<file path="config.mk">
export PLATFORM = sky130hd
export DESIGN_NAME = rr_control_sequencer
export DESIGN_NICKNAME = d
export VERILOG_FILES = /design/src/rtl/rr_control_sequencer.sv
export SDC_FILE = /design/constraint.sdc
export NUM_CORES = 1
export LEC_CHECK = 0
export CAP_MARGIN = 5
export CORE_UTILIZATION = 35
export DETAILED_ROUTE_END_ITERATION = 10
export PLACE_DENSITY = 0.88
export SLEW_MARGIN = 15
export SYNTH_ARGS = -nofsm -noshare
export SYNTH_HDL_FRONTEND = slang
export SYNTH_SLANG_ARGS = --single-unit
</file>
<file path="constraint.sdc">
create_clock -name clk -period 3.18 [get_ports clk]
set_clock_uncertainty 0.1 [all_clocks]
set_input_delay 0.954 -clock clk [delete_from_list [all_inputs] [get_ports clk]]
set_output_delay 0.954 -clock clk [all_outputs]
set_load 0.005 [all_outputs]
</file>
<file path="src/rtl/rr_control_sequencer.sv">
// Hardwired fetch/execute sequencer for three-register ALU instructions.
// Every output is decoded from the state register (plus IR fields) and is stable for the whole cycle.
module rr_control_sequencer #(
  parameter int NREGS = 16,
  parameter int OPW   = 5,
  parameter int CNTW  = 16
) (
  input  logic             clk,
  input  logic             clr,
  input  logic             run,
  input  logic             mem_rdy,
  input  logic [31:0]      IR_Data,
  output logic             PC_out,
  output logic             MAR_in,
  output logic             IncPC,
  output logic             Z_in,
  output logic             Zlow_out,
  output logic             PC_in,
  output logic             Read,
  output logic             MDR_in,
  output logic             MDR_out,
  output logic             IR_in,
  output logic             Y_in,
  output logic [NREGS-1:0] R_out,
  output logic [NREGS-1:0] R_in,
  output logic [OPW-1:0]   alu_instruction,
  output logic             halted,
  output logic             illegal,
  output logic [CNTW-1:0]  instr_count
);

  typedef enum logic [2:0] {
    S_IDLE, S_T0, S_T1, S_T2, S_T3, S_T4, S_T5, S_HALT
  } state_t;

  localparam logic [NREGS-1:0] ONE    = NREGS'(1);
  localparam logic [4:0]       OP_NOP = 5'h1A;
  localparam logic [4:0]       OP_HLT = 5'h1F;

  state_t            r_state, w_next;
  logic              r_t1_wait;
  logic [CNTW-1:0]   r_count;

  logic [4:0] w_op;
  logic [3:0] w_ra, w_rb, w_rc;
  logic       w_is_alu, w_is_nop, w_is_hlt;
  logic       w_unused;

  assign w_op     = IR_Data[31:27];
  assign w_ra     = IR_Data[26:23];
  assign w_rb     = IR_Data[22:19];
  assign w_rc     = IR_Data[18:15];
  assign w_unused = ^IR_Data[14:0];
  assign w_is_alu = (w_op <= 5'h0C);
  assign w_is_nop = (w_op == OP_NOP);
  assign w_is_hlt = (w_op == OP_HLT);

  // r_t1_wait marks repeated T1 cycles so the PC reload happens only on the first one.
  always_ff @(posedge clk) begin
    if (clr) begin
      r_state   <= S_IDLE;
      r_t1_wait <= 1'b0;
      r_count   <= '0;
    end else begin
      r_state   <= w_next;
      r_t1_wait <= (r_state == S_T1) && !mem_rdy;
      if (r_state == S_T5) r_count <= r_count + 1'b1;
    end
  end

  always_comb begin
    w_next = r_state;
    case (r_state)
      S_IDLE:  if (run) w_next = S_T0;
      S_T0:    w_next = S_T1;
      S_T1:    if (mem_rdy) w_next = S_T2;
      S_T2:    w_next = S_T3;
      S_T3: begin
        if (w_is_alu)      w_next = S_T4;
        else if (w_is_hlt) w_next = S_HALT;
        else               w_next = run ? S_T0 : S_IDLE;
      end
      S_T4:    w_next = S_T5;
      S_T5:    w_next = run ? S_T0 : S_IDLE;
      S_HALT:  w_next = S_HALT;
      default: w_next = S_IDLE;
    endcase
  end

  always_comb begin
    PC_out = 1'b0; MAR_in = 1'b0; IncPC = 1'b0; Z_in = 1'b0;
    Zlow_out = 1'b0; PC_in = 1'b0; Read = 1'b0; MDR_in = 1'b0;
    MDR_out = 1'b0; IR_in = 1'b0; Y_in = 1'b0;
    R_out = '0; R_in = '0; alu_instruction = '0;
    halted = 1'b0; illegal = 1'b0;
    case (r_state)
      S_T0: begin
        PC_out = 1'b1; MAR_in = 1'b1; IncPC = 1'b1; Z_in = 1'b1;
      end
      S_T1: begin
        Read = 1'b1; MDR_in = 1'b1;
        Zlow_out = !r_t1_wait; PC_in = !r_t1_wait;
      end
      S_T2: begin
        MDR_out = 1'b1; IR_in = 1'b1;
      end
      S_T3: begin
        if (w_is_alu) begin
          R_out = ONE << w_rb; Y_in = 1'b1;
        end else if (!w_is_nop && !w_is_hlt) begin
          illegal = 1'b1;
        end
      end
      S_T4: begin
        R_out = ONE << w_rc; alu_instruction = OPW'(w_op); Z_in = 1'b1;
      end
      S_T5: begin
        Zlow_out = 1'b1; R_in = ONE << w_ra;
      end
      S_HALT: halted = 1'b1;
      default: ;
    endcase
  end

  assign instr_count = r_count;

endmodule
</file>
==> summary.md <==
| Metric | Value |
|---|---|
| Status | `finished with violations` |
| Failing checks | `setup timing` |
| Clock buffer depth | `2` |
| Avg Vias per Cell | `5.277` |
| Simple-Gate Fraction of Synth Area | `41.23%` |
| Worst reg2reg path depth | `5` |
| Slew @ Worst Pin | `0.4573 ns` |
| Initial Util | `37.82%` |
| Final Cycle Share | `101.9%` |
| Root buffer selected by CTS | `clkbuf_8` |
| Sequential element share of the synthesized area | `about 28%` |
| Commonest non-fill, non-tap cell in the layout | `clkdlybuf4s50_1` |
| Source of the worst hold timing path | `instr_count[1]` |
| Number of flops mapped to enable cells by yosys | `0` |
| Leading cell types in the layout, fill and taps excluded | `clkdlybuf4s50_1, nor2_1, dfxtp_1, buf_4, dlygate4sd2_1` |
| CTS tree | `built` |
| Clk sinks | `20` |
| PD cells | `around 230 nW/um^2` |
| Std-Cell Rows | `22` |
| DRT iter0 DRCs | `69` |
| Worst Path Max Fanout | `4` |
| DP Area | `2411 sq um` |
| Hold slack | `0.4197 ns` |
| # IOs | `102` |
| Final Max Slew Viols | `0` |
| Xor-xnor portion of the synthesized cell area | `4.912%` |
| Full die area | `about 4300 sq um` |
| Vias in the first global route | `1721` |
| Critical setup path kind | `in2out` |
| GRT Util Overall | `21.71%` |
| Initial antenna violation count | `0` |
| End of the critical path | `R_out[5]` |
| Layout cells sized above 1 | `a little over a quarter` |
| Reg2Reg Launch Point | `r_state[0]` |
| Vert. Die Dim | `65.84 um` |
| Final Hold Vio Count | `0` |
| CP Data Arrival Time | `2.19 ns` |
| First-pass GRT wire length | `7.389 mm` |
| Synthesized area | `about 1400 sq um` |
| Synth Net Count | `roughly 230` |
| Final min period | `3.241 ns` |
| R2R Setup Slk | `between 1 and 1.5 ns` |
| Largest family of logic cells by synthesized area | `simple AND/OR/NAND/NOR gates` |
| Relative slew slack | `between 60% and 70%` |
| Synth warn | `0` |
| RSZ-0062 raised after global routing | `yes` |
| CTS H-tree lvls | `1` |
| Synthesized flop and latch total | `20` |
| Lkg Pwr | `1.098 nW` |
| CTS clk-pin slew, worst paths | `around 0.07 ns` |
| Crit path required time | `2.13 ns` |
| Design Area, Final | `2580 sq um` |
| CP startpoint | `IR_Data[28]` |
| Layout net count | `337` |
| Async set-reset flop share out of synthesis | `0%` |
| Core area | `between 3000 and 4000 sq um` |
| Hold Path Class | `reg2reg` |
| Largest net degree at the start of global routing | `14` |
| Netlist cell types | `35` |
| Synth Instances | `195` |
| Hold buffer count at cts | `0` |
| Dpl hpwl | `3.417 mm` |
| CTS buffer count | `3` |
| Compound-Gate Fraction of Synth Area | `16.49%` |
| Post-Synth Adder-Cell Area | `less than 1%` |
| Die W | `65.84 um` |
| Max Fclk | `308.6 MHz` |
| Mux contribution to synthesized area | `~3.2%` |
| IO Port Bufs | `86` |
| CP Capture Type | `output pin` |
| Setup ws final | `-0.06067 ns` |
| Final antenna-violating net count | `0` |
| DR DRC count | `0` |
| Syn Area/Cell | `7.315 sq um` |
| VDD IR-drop max | `332.7 uV` |
| Synthesis-to-finish area growth | `80.88%` |
| R2r endpoint | `instr_count[14]` |
| Final setup vio count | `7` |
| Ant. Diodes | `0` |
| Clk Latency, worst-skew pair | `0.26 ns` |
| Drt total wl | `4.701 mm` |
| CP startpoint kind | `primary input` |
| Filler cells | `332` |
| MaxCap Viol Count | `0` |
| DR WL/cell | `approximately 14 um` |
| Dominant synthesized flop cell | `dfxtp_1` |
| Via count | `approximately 1800` |
| Final Wtd Congestion | `around 0.85` |
| Grt total ovfl | `0` |
| DRT Pass-1 Iters | `4` |
[how the worst min path moves through the flow]
| stage | end | slack [ns] | cells after the start |
|---|---|---|---|
| after floorplan | instr_count[1] | 0.38 | 2 |
| after global placement | instr_count[1] | 0.38 | 2 |
| after global routing | instr_count[1] | 0.46 | 2 |
| final | instr_count[1] | 0.42 | 2 |
| after CTS | instr_count[1] | 0.42 | 2 |
| after detailed placement | instr_count[1] | 0.41 | 2 |
[what timing repair did]
action	in CTS	in global routing
endpoints found under the setup margin	39	25
resized for setup	100	30
setup buffers	9	0
pin swaps	17	6
[per-stage QoR]
stage | TNS (ns) | power [mW] | setup WS [ns] | util (%) | instances
finish | -0.2456 | 0.6047 | -0.06067 | 68.41 | 347
CTS | -0.04692 | 0.6039 | -0.02309 | 67.95 | 348
global route | -0.6657 | 0.6330 | -0.09371 | 68.41 | 347
detailed placement | -17.37 | 0.4069 | -0.7864 | 63.93 | 335
floorplan | 0 | 0.3274 | 0.1583 | - | 195
global placement | -16.49 | 0.4046 | -0.7504 | 63.93 | 335
[registers in the layout, indices dropped and copies added, names as in the netlist]
register / flops
r_t1_wait: 1
r_state: 3
instr_count: 16
[layer usage]
layer,vias up,GRT usage (%),wire [um],share of wire (%)
met5,-,0,0,0
met2,74,39.80,2344,50
li1,916,-,-,-
met4,0,7.880,125,2.7
met1,827,24.32,1927,41
met3,14,4.483,304,6.5
[critical path: stages]
cell      delay (ns)
buf_6           0.09
o211a_1         0.24
nor4_2          0.13
buf_4           0.16
nand3b_1        0.17
buf_6           0.18
o22ai_2         0.13
buf_2           0.14
[power breakdown]
| part | internal, mW | leakage, nW | switching [mW] |
|---|---|---|---|
| Combinational | 0.0769 | 0.907 | 0.0687 |
| Sequential | 0.255 | 0.162 | 0.0103 |
| Clock | 0.110 | 0.0288 | 0.0835 |
| Total | 0.442 | 1.10 | 0.163 |
[cell usage after synthesis, types with 3 or more instances]
cell | number | area [sq um]
nand3b_1 | 4 | 30.03
mux2_2 | 4 | 45.04
nor2_1 | 32 | 120.1
nand2b_1 | 8 | 50.05
nor2b_1 | 5 | 31.28
and3_1 | 7 | 43.79
nand2_1 | 13 | 48.80
dfxtp_1 | 20 | 400.4
inv_1 | 7 | 26.28
o32ai_1 | 4 | 35.03
a21oi_1 | 10 | 50.05
or3_1 | 5 | 31.28
buf_4 | 4 | 30.03
nor3_1 | 13 | 65.06
xnor2_1 | 5 | 43.79
clkbuf_1 | 4 | 15.01
o22ai_1 | 13 | 81.33
o21ai_0 | 4 | 20.02
xor2_1 | 3 | 26.28
nand3_1 | 12 | 60.06
[final cells by class]
cell class                 count  area [sq um]  area share, %
clock buffer                   4         55.05          2.134
sequential                    20         401.6          15.57
tap                           48         60.06          2.328
timing repair buffer         109         944.7          36.61
inverter                       7         26.28          1.018
multi-input combinational    159          1092          42.34
[cell families after synthesis]
| group | count (synthesis) |
|---|---|
| simple gates | 109 |
| compound gates | 37 |
| flops | 20 |
| buf+inv | 16 |
| xor+xnor | 8 |
| mux | 4 |
| fa+ha+maj | 1 |
No activity file was read; power rests on OpenSTA's default activity.
